===== config.mk =====
export PLATFORM = sky130hd
export DESIGN_NAME = exec_sequencer
export DESIGN_NICKNAME = d
export VERILOG_FILES = /design/src/rtl/exec_sequencer.sv
export SDC_FILE = /design/constraint.sdc
export NUM_CORES = 1
export LEC_CHECK = 0
export BUFFER_PORTS_ARGS = -buffer_cell sky130_fd_sc_hd__buf_4
export CAP_MARGIN = 5
export CORE_UTILIZATION = 30
export DETAILED_ROUTE_END_ITERATION = 8
export MAX_ROUTING_LAYER = met4
export RECOVER_POWER = 100
export SLEW_MARGIN = 20
export SYNTH_ARGS = -nofsm -noshare
export SYNTH_HDL_FRONTEND = slang
export SYNTH_SLANG_ARGS = --single-unit

===== constraint.sdc =====
create_clock -name clk -period 7.7 [get_ports clk]
set_input_delay 0.77 -clock clk [delete_from_list [all_inputs] [get_ports clk]]
set_output_delay 0.77 -clock clk [all_outputs]
set_load 0.005 [all_outputs]

===== src/rtl/exec_sequencer.sv =====
// Eight-phase nibble-serial instruction sequencer: fetches 1/2-byte instructions
// from a 4-bit ROM bus, drives an external ALU and executes a small opcode subset.
module exec_sequencer (
  input  logic        clk,
  input  logic        rst,
  input  logic        en,
  input  logic [3:0]  romData,
  output logic [3:0]  romAddr,
  output logic        syncOut,
  output logic [2:0]  phaseOut,
  output logic [3:0]  aluOp,
  output logic [3:0]  aluAcc,
  output logic [3:0]  aluOpa,
  output logic        aluCarryIn,
  input  logic [3:0]  aluResult,
  input  logic        aluCarryOut,
  input  logic        aluZero,
  output logic [3:0]  accOut,
  output logic        carryFlag,
  output logic        zeroFlag,
  output logic [11:0] pcOut,
  output logic        secondCycle
);

  typedef enum logic [2:0] {
    PH_A1 = 3'd0,
    PH_A2 = 3'd1,
    PH_A3 = 3'd2,
    PH_M1 = 3'd3,
    PH_M2 = 3'd4,
    PH_X1 = 3'd5,
    PH_X2 = 3'd6,
    PH_X3 = 3'd7
  } phase_e;

  phase_e      phase_q, phase_d;
  logic [11:0] pc_q, pc_d;
  logic [7:0]  ir_q, ir_d;
  logic [7:0]  ir2_q, ir2_d;
  logic [3:0]  acc_q, acc_d;
  logic        carry_q, carry_d;
  logic        zero_q, zero_d;
  logic        second_q, second_d;
  logic [3:0]  regs_q [16];
  logic [3:0]  regs_d [16];

  logic [3:0]  opc;
  logic [3:0]  idx;
  logic [3:0]  rsel;
  logic        two_byte;

  assign opc  = ir_q[7:4];
  assign idx  = ir_q[3:0];
  assign rsel = regs_q[idx];
  assign two_byte = (opc == 4'h1) || (opc == 4'h4) || (opc == 4'h5) || (opc == 4'h7) ||
                    ((opc == 4'h2) && !ir_q[0]);

  always_ff @(posedge clk or posedge rst) begin
    if (rst) begin
      phase_q  <= PH_A1;
      pc_q     <= '0;
      ir_q     <= '0;
      ir2_q    <= '0;
      acc_q    <= '0;
      carry_q  <= 1'b0;
      zero_q   <= 1'b1;
      second_q <= 1'b0;
      for (int unsigned i = 0; i < 16; i++) regs_q[i] <= '0;
    end else begin
      phase_q  <= phase_d;
      pc_q     <= pc_d;
      ir_q     <= ir_d;
      ir2_q    <= ir2_d;
      acc_q    <= acc_d;
      carry_q  <= carry_d;
      zero_q   <= zero_d;
      second_q <= second_d;
      for (int unsigned i = 0; i < 16; i++) regs_q[i] <= regs_d[i];
    end
  end

  always_comb begin
    phase_d  = phase_q;
    pc_d     = pc_q;
    ir_d     = ir_q;
    ir2_d    = ir2_q;
    acc_d    = acc_q;
    carry_d  = carry_q;
    zero_d   = zero_q;
    second_d = second_q;
    for (int unsigned i = 0; i < 16; i++) regs_d[i] = regs_q[i];

    aluOp  = '0;
    aluOpa = '0;
    // ALU is only engaged during the execute phase of a first cycle
    if (phase_q == PH_X2 && !second_q) begin
      unique case (opc)
        4'h8, 4'h9: begin aluOp = opc;   aluOpa = rsel; end
        4'hD:       begin aluOp = 4'hD;  aluOpa = idx;  end
        default:    ;
      endcase
    end

    if (en) begin
      phase_d = phase_e'(phase_q + 3'd1);
      unique case (phase_q)
        PH_M1: begin
          if (second_q) ir2_d[7:4] = romData;
          else          ir_d[7:4]  = romData;
        end
        PH_M2: begin
          if (second_q) ir2_d[3:0] = romData;
          else          ir_d[3:0]  = romData;
          pc_d = pc_q + 12'd1;
        end
        PH_X2: begin
          if (!second_q) begin
            unique case (opc)
              4'h8, 4'h9, 4'hD: begin
                acc_d   = aluResult;
                carry_d = aluCarryOut;
                zero_d  = aluZero;
              end
              4'hA: begin
                acc_d  = rsel;
                zero_d = (rsel == 4'h0);
              end
              4'hB: begin
                acc_d       = rsel;
                regs_d[idx] = acc_q;
                zero_d      = (rsel == 4'h0);
              end
              4'hF: begin
                unique case (idx)
                  4'h0: begin acc_d = '0; carry_d = 1'b0; zero_d = 1'b1; end
                  4'h1: carry_d = 1'b0;
                  4'h3: carry_d = ~carry_q;
                  4'hA: carry_d = 1'b1;
                  default: ;
                endcase
              end
              default: ;
            endcase
          end
        end
        PH_X3: begin
          if (second_q) begin
            second_d = 1'b0;
            if (opc == 4'h4) pc_d = {idx, ir2_q};
          end else if (two_byte) begin
            second_d = 1'b1;
          end
        end
        default: ;
      endcase
    end
  end

  always_comb begin
    unique case (phase_q)
      PH_A1:   romAddr = pc_q[3:0];
      PH_A2:   romAddr = pc_q[7:4];
      PH_A3:   romAddr = pc_q[11:8];
      default: romAddr = '0;
    endcase
  end

  assign syncOut     = (phase_q == PH_A1);
  assign phaseOut    = phase_q;
  assign aluAcc      = acc_q;
  assign aluCarryIn  = carry_q;
  assign accOut      = acc_q;
  assign carryFlag   = carry_q;
  assign zeroFlag    = zero_q;
  assign pcOut       = pc_q;
  assign secondCycle = second_q;

endmodule


==> flow_summary.yaml, run 1 <==
run_status:
  status: "completed"
global_route:
  grt_pass1_vias: 3649
  grt_remaining_overflow: 0
  antenna_found_initial: 0
  track_usage: 0.148
  grt_max_degree: 84
  grt_pass1_wl_um: 20200
setup_path:
  crit_fanout: 21
  rr_worst_depth: 5
  endpoint_kind: "primary output"
  setup.worst_path.start_class: "register"
  worstPathArrival_ns: 3.38
  crit_buf_inv: 2
  crit_type: "register to primary output"
  rr_endpoint: "zeroFlag"
  cp_slowest_cell: "clkbuf_1"
  r2r_slack_ns: 4.45
  path_depth: 6
  r2r_start: "ir_q[1]"
  critPathTopFamily: "multiplexers"
  path_cells: "clkbuf_1 -> mux4_1 -> mux4_2 -> or2b_1 -> a21oi_1 -> clkbuf_4"
  required_ns: 6.93
  slowest_delay_ns: 0.93
floorplan:
  initial_utilization: 0.311
  core_um2: 16800
  ios: 53
  die_w_um: 134
  rows: 47
  die_area_um2: 18000
  die_h_um: 134
timing:
  hold_viol_final: 0
  slew_headroom: 0.204
  setup_tns_ns: 0
  rsz0062_at_grt: "false"
  drv_slew: 0
  skew_ns: 0.0149
  layout_worst_path_cycle_share: 0.539
  period_needed_ns: 4.15
  fmax_mhz: 241
  tightest_slew_ns: 1.19
  finalSetupViolCount: 0
clock_network:
  cts_setup_buffers: 0
  cts-root-buf: "clkbuf_16"
  clkTransAtPathRegs_ns: 0.07
  ctsResizeCount: 0
  numCtsBuffers: 9
  cts.sinks: 102
  clock_latency_ns: 0.35
  max-clock-path-buffers: 2
  cts_tree: "built"
  htreeDepth: 3
  cts_hold_buf: 0
finish:
  final_util: 0.363
  syn_to_final_growth_pct: 16.6
  final_cell_mix: "dfrtp_1 (101), mux2_2 (82), clkbuf_4 (38)"
  final_common_cell: "dfrtp_1"
  drive_gt1_frac: 0.337
  n_antenna_cell: 0
  nets: 498
detailed_routing:
  drt_first_pass_iters: 4
  route.detailed.vias_per_inst: 5.17
  drt_wl_total_um: 12200
  ant_nets: 0
  vias: 3637
  drc_errors: 0
  wl_per_cell_um: 17.3
  drt_iter0_markers: 242
synthesis:
  synth_seq_cells: 102
  synthFlopType: "dfrtp_1"
  synth-compound-area-share: 0.0823
  synth_edf_count: 0
  synthXorXnorAreaFrac: 0.00335
  syn-num-nets: 461
  synth.cell_area_um2: 5230
  synthSimpleGateAreaFrac: 0.115
  ys_types: 48
  synthArstFlopShare: 1.00
  syn_area_per_cell_um2: 11.9
  ys_seq_area_frac: 0.489
  synthCells: 441
  synth_top_family_by_area: "multiplexers"
  ys_warn_count: 0
  synthMuxAreaShare: 0.258
  synth-adder-area-share: 0.0168
min_path:
  min_to: "regs_q[47]"
  min-delay-start: "regs_q[47]"
  hold_path_depth: 1
  hp-class: "register to register"
pwr:
  leakage_nw: 2.82
  p_per_area_nw_per_um2: 306
  totalPowerFinal_mw: 1.86
  ir_drop_mv: 0.128
placement:
  port_buffers: 51
  place_congestion: 0.836
  dp_hpwl_um: 8770
run:
  drv_cap: 0
routing by layer:
metal  share of wire  vias to the layer above  GRT usage
met4           0.013                        0     0.0442
met5               0                        -          -
met2            0.47                      105      0.229
met1            0.47                     1847      0.203
li1                -                     1671          -
met3           0.041                       14     0.0174
worst reg2reg max path, stage by stage, from the launching register on:
cell and delay, ns:
dfrtp_1 0.55, clkbuf_1 0.93, mux4_1 0.66, mux4_2 0.51
or3_1 0.32, o31ai_1 0.20
logic make-up after synthesis:
family,count (synthesis)
muxes,103
AOI/OAI and AO/OA,67
DFF,102
other,1
xor gates and xnor gates,2
adders and majority gates,7
buffers and inverters,40
and+or+nand+nor,119
cells in the mapped netlist, types with 3 or more instances:
master	n	area, um2
o31ai_1	3	22.5
nand4_1	3	18.8
ha_1	7	87.6
o21ai_0	15	75.1
nand3b_1	3	22.5
and4_1	3	26.3
a21oi_1	19	95.1
or3_1	3	18.8
dfrtp_1	101	2530
and3_1	4	25.0
mux2_2	82	923
nor2_1	28	105
a22oi_1	9	67.6
nand2_1	30	113
mux4_1	4	105
a22o_1	5	43.8
clkbuf_1	17	63.8
inv_1	10	37.5
nor2b_1	5	31.3
buf_4	6	45.0
and2_1	4	25.0
mux4_2	12	270
nand2b_1	8	50.1
o21a_1	5	37.5
nor3_1	4	20.0
mux2i_1	5	50.1
a31oi_1	3	18.8
nand3_1	16	80.1
buf_2	4	20.0
how the worst max path moves through the flow:
| stage | from | to | slack, ns |
|---|---|---|---|
| after CTS | ir_q[1] | aluOpa[2] | 4.18 |
| after global routing | ir_q[1] | aluOpa[2] | 3.37 |
| after floorplan | rst | accOut[0] | 4.26 |
| after global placement | ir_q[1] | aluOpa[2] | 4.63 |
| after detailed placement | ir_q[1] | aluOpa[2] | 4.56 |
| final | ir_q[1] | aluOpa[2] | 3.55 |
state kept, by name, summed over array words and instances (netlist names):
name and flops:
zeroFlag 1, pcOut 12, ir2_q 8, ir_q 8, aluCarryIn 1, phaseOut 3
secondCycle 1, regs_q 64, accOut 4
stage by stage:
| stage | setup slack (ns) | hold slack [ns] | cells | instance area, um2 |
|---|---|---|---|---|
| floorplan | 4.26 | 0.470 | 441 | 5230 |
| global placement | 4.63 | 0.488 | 687 | 5780 |
| detailed placement | 4.56 | 0.495 | 687 | 5780 |
| CTS | 4.18 | 0.367 | 703 | 6110 |
| global route | 3.37 | 0.514 | 703 | 6100 |
| finish | 3.55 | 0.507 | 703 | 6100 |
cell type report:
| class | instances | area, um2 |
|---|---|---|
| multi-input combinational | 299 | 2490 |
| clock buffer | 10 | 229 |
| fill | 1652 | 10700 |
| tap | 220 | 275 |
| sequential | 102 | 2550 |
| timing repair buffer | 56 | 409 |
| clock inverter | 6 | 103 |
| inverter | 10 | 38.8 |
power breakdown:
group          switching (mW)  total [mW]  internal [mW]
combinational           0.272       0.543          0.271
sequential              0.195       0.817          0.621
clock                   0.213       0.504          0.291
(Power assumes the default switching activity.)
==> run 2: changes to the inputs <==
Clock period 7.7 ns to 3.6 ns, I/O delays scaled along.
==> run 2 against run 1 <==
  * The run now ends with capacitance limit, slew limit left
  * Combinational power rose by 100%
  * Sequential cell count did not move
  * Sequential share of layout area rose by 0.22 points
  * Largest power group unchanged
  * Die area did not move
  * Via count rose by 0.55%
  * Wire length fell by 0.99%
  * Register-to-register slack got worse by 4.0 ns
  * Design area fell by 0.53%
  * Non-clock buffer count rose by 2
==> flow_summary.yaml, run 2 (same netlist as run 1, synthesis figures left out) <==
timing:
  slew_headroom: -0.381
  tightest_slew_ns: 2.06
  finalSetupViolCount: 0
  drv_slew: 49
  rsz0062_at_grt: "false"
  setup_tns_ns: 0
  hold_viol_final: 0
  skew_ns: 0.0102
  layout_worst_path_cycle_share: 0.910
  fmax_mhz: 305
  period_needed_ns: 3.28
detailed_routing:
  route.detailed.vias_per_inst: 5.19
  ant_nets: 0
  wl_per_cell_um: 17.1
  vias: 3657
  drc_errors: 0
  drt_wl_total_um: 12000
  drt_iter0_markers: 288
  drt_first_pass_iters: 4
clock_network:
  clock_latency_ns: 0.35
  cts_setup_buffers: 0
  cts_tree: "built"
  numCtsBuffers: 9
  clkTransAtPathRegs_ns: 0.07
  cts.sinks: 102
  ctsResizeCount: 0
  cts_hold_buf: 0
  htreeDepth: 3
  cts-root-buf: "clkbuf_16"
  max-clock-path-buffers: 2
pwr:
  p_switching_mw: 1.48
  leakage_nw: 2.81
  p_comb_frac: 0.283
  internal_power_mw: 2.39
  ir_drop_mv: 0.273
  p_per_area_nw_per_um2: 638
  p_clk_frac: 0.247
  switching_share: 0.383
  seq_power_share: 0.470
finish:
  syn_to_final_growth_pct: 16.0
  nets: 500
  drive_gt1_frac: 0.336
  n_antenna_cell: 0
  final_common_cell: "dfrtp_1"
  max_flop_register: "regs_q"
  largest_reg_flops: 64
  final_cells: 705
  final_cell_mix: "dfrtp_1 (101), mux2_2 (81), clkbuf_4 (36)"
setup_path:
  slowest_delay_ns: 0.92
  critPathTopFamily: "multiplexers"
  cp_slowest_cell: "dfrtp_1"
  crit_type: "register to primary output"
  endpoint_kind: "primary output"
  path_cells: "mux4_1 -> mux2_1 -> a32oi_1 -> o21a_1 -> nor2_1 -> buf_4"
  crit_buf_inv: 1
  setup.worst_path.start_class: "register"
  required_ns: 3.24
  crit_fanout: 19
  worstPathArrival_ns: 2.92
floorplan:
  initial_utilization: 0.311
  core_um2: 16800
  die_h_um: 134
  ios: 53
  die_w_um: 134
  rows: 47
  die_area_um2: 18000
min_path:
  hp-class: "primary input to register"
global_route:
  grt_max_degree: 49
  grt_remaining_overflow: 0
  grt_pass1_wl_um: 20200
  track_usage: 0.147
  antenna_found_initial: 0
  grt_pass1_vias: 3740
placement:
  dp_hpwl_um: 8570
  port_buffers: 51
  place_congestion: 0.822
  dp.cells: 689
run_status:
  status: "complete, but fails checks"
  failed_checks: "capacitance limit, slew limit"
run:
  drv_cap: 1
[run 2: worst paths after layout]
check / depth (start not counted) / endpoint / slack (ns) / startpoint
setup / recovery: 6 / aluOpa[1] / 0.32 / ir_q[0]
hold / removal: 2 / ir2_q[1] / 0.28 / romData[1]
setup reg to reg: 8 / pcOut[10] / 0.43 / phaseOut[0]
hold reg to reg: 1 / regs_q[60] / 0.50 / regs_q[60]
max in group asynchronous: 3 / regs_q[21] / 1.15 / rst
min in group asynchronous: 2 / regs_q[61] / 0.54 / rst
[run 2: through the flow]
| stage | utilization | power (mW) | setup WS (ns) | hold WS (ns) | instance area (um2) |
|---|---|---|---|---|---|
| floorplan | - | 2.46 | 0.566 | 0.470 | 5230 |
| global placement | 0.344 | 2.93 | 0.783 | 0.463 | 5790 |
| detailed placement | 0.344 | 2.97 | 0.734 | 0.481 | 5790 |
| CTS | 0.362 | 3.93 | 0.351 | 0.0980 | 6090 |
| global route | 0.361 | 4.12 | 0.121 | 0.273 | 6060 |
| finish | 0.361 | 3.87 | 0.322 | 0.276 | 6060 |
[run 2: area by class of cell]
class | instances | area, um2
Tap cell | 220 | 275
Multi-Input combinational cell | 299 | 2490
Sequential cell | 102 | 2550
Clock inverter | 7 | 68.8
Inverter | 10 | 38.8
Clock buffer | 9 | 225
Timing Repair Buffer | 58 | 414
Fill cell | 1640 | 10800
[run 2: routing by layer]
metal | GRT usage | up-vias | wire, um
met5 | - | - | 0
met4 | 0.0455 | 0 | 100
met3 | 0.0223 | 9 | 547
met2 | 0.226 | 101 | 5710
met1 | 0.198 | 1863 | 5680
li1 | - | 1684 | -
[run 2: power groups by stage]
stage | clock (mW) | sequential [mW] | combinational, mW
floorplan | 0 | 1.53 | 0.935
global placement | 0 | 1.83 | 1.11
detailed placement | 0 | 1.84 | 1.13
CTS | 0.979 | 1.82 | 1.13
global route | 1.02 | 1.87 | 1.23
finish | 0.957 | 1.82 | 1.10
==> run 3: changes to the inputs <==
Settings changed: CORE_UTILIZATION 30 to 53, PLACE_DENSITY from default to 0.76, REMOVE_ABC_BUFFERS from default to 1.
==> run 3 against run 2 <==
  * Combinational power barely moved
  * Critical endpoint unchanged
  * The run still ends with capacitance limit, slew limit left
  * First-iteration DRC count is 4.5% lower
  * Utilization is 26 points higher
  * Highest routed layer unchanged
  * Clock power shrank 22%
  * Largest cell class unchanged
  * Cell count fell by 13%
  * Clock skew up 0.0031 ns
==> flow_summary.yaml, run 3 (same netlist as run 1, synthesis figures left out) <==
clock_network:
  cts_setup_buffers: 0
  cts_hold_buf: 0
  clock_latency_ns: 0.37
  clkTransAtPathRegs_ns: 0.11
  htreeDepth: 3
  numCtsBuffers: 9
  cts.sinks: 102
  ctsResizeCount: 0
  cts-root-buf: "clkbuf_8"
  max-clock-path-buffers: 2
  cts_tree: "built"
min_path:
  min_to: "ir2_q[2]"
  min-delay-start: "romData[2]"
  hold_path_depth: 2
  hp-class: "primary input to register"
placement:
  dp.cells: 597
  place_ws_ns: 0.968
  place_congestion: 0.864
  dp_hpwl_um: 8450
  placed_area_um2: 5670
  port_buffers: 51
timing:
  hold_viol_final: 0
  holdWs_ns: 0.256
  slew_headroom: -0.231
  drv_slew: 87
  setup_tns_ns: 0
  period_needed_ns: 3.06
  skew_ns: 0.0132
  rsz0062_at_grt: "false"
  layout_worst_path_cycle_share: 0.849
  tightest_slew_ns: 1.85
  finalSetupViolCount: 0
  finalWorstSetupSlack_ns: 0.543
  fmax_mhz: 327
floorplan:
  core_um2: 9420
  rows: 35
  initial_utilization: 0.555
  die_area_um2: 10300
  ios: 53
  die_w_um: 101
  die_h_um: 101
detailed_routing:
  drt_wl_total_um: 11900
  wl_per_cell_um: 19.4
  vias: 3724
  drc_errors: 0
  ant_nets: 0
  route.detailed.vias_per_inst: 6.08
  drt_iter0_markers: 275
  drt_first_pass_iters: 5
pwr:
  ir_drop_mv: 0.235
  p_per_area_nw_per_um2: 625
  leakage_nw: 2.76
run:
  drv_cap: 1
finish:
  n_antenna_cell: 0
  final_cell_mix: "dfrtp_1 (101), mux2_2 (81), clkbuf_4 (36)"
  syn_to_final_growth_pct: 12.0
  final_cells: 613
  final_design_area_no_fill_um2: 5850
  max_flop_register: "regs_q"
  final_common_cell: "dfrtp_1"
  nets: 499
  largest_reg_flops: 64
  drive_gt1_frac: 0.331
  fillCellCount: 744
setup_path:
  rr_endpoint: "pcOut[10]"
  r2r_slack_ns: 0.55
  crit_fanout: 16
  rr_worst_depth: 7
  worstPathArrival_ns: 2.70
  required_ns: 3.24
  endpoint_kind: "primary output"
  r2r_start: "phaseOut[0]"
  crit_type: "register to primary output"
  setup.worst_path.start_class: "register"
global_route:
  antenna_found_initial: 0
  grt_max_degree: 87
  grt_pass1_wl_um: 19700
  track_usage: 0.265
  grt_pass1_vias: 3706
  grt_remaining_overflow: 0
run_status:
  failed_checks: "capacitance limit, slew limit"
  status: "complete, but fails checks"
run 3: worst max-delay path by stage:
stage	slack, ns	end	cells after the start	from
6_report	0.54	aluOpa[1]	7	ir_q[1]
3_3_place_gp	1.01	aluOpa[2]	5	ir_q[1]
3_5_place_dp	0.97	aluOpa[1]	7	ir_q[1]
2_1_floorplan	0.57	accOut[0]	1	rst
4_1_cts	0.54	aluOpa[1]	7	ir_q[1]
5_1_grt	0.21	pcOut[5]	7	phaseOut[0]
run 3: power by group:
group / internal, mW / switching [mW]
Combinational: 0.584 / 0.551
Sequential: 1.33 / 0.448
Clock: 0.333 / 0.415
run 3: cell type report:
type                            instances  area (um2)  area share
Timing Repair Buffer                   57         409      0.0699
Inverter                               10        41.3     0.00705
Clock buffer                           11         131      0.0224
Multi-Input combinational cell        299        2490       0.425
Sequential cell                       102        2550       0.436
Clock inverter                          5        67.6      0.0115
Tap cell                              129         161      0.0276
run 3: worst max-delay path, stage by stage, from the launching register on:
cell	delay, ns
dfrtp_1	0.76
buf_4	0.34
mux4_2	0.33
mux2_2	0.29
a32oi_1	0.25
o21a_1	0.18
nor2_1	0.05
clkbuf_4	0.14
run 3: layer usage:
layer  up-vias  part of all wire  global-route usage  routed length (um)
li1       1681                 -                   -                   -
met1      1901              0.46               0.371                5470
met2       133              0.48               0.401                5710
met3         9             0.052              0.0428                 623
met4         0            0.0086              0.0792                 102
met5         -                 0                   -                   0
run 3: metrics by stage:
| step | utilization | total power [mW] |
|---|---|---|
| floorplan | - | 2.35 |
| global placement | 0.602 | 2.90 |
| detailed placement | 0.602 | 2.94 |
| CTS | 0.624 | 3.69 |
| global route | 0.622 | 3.91 |
| finish | 0.622 | 3.66 |
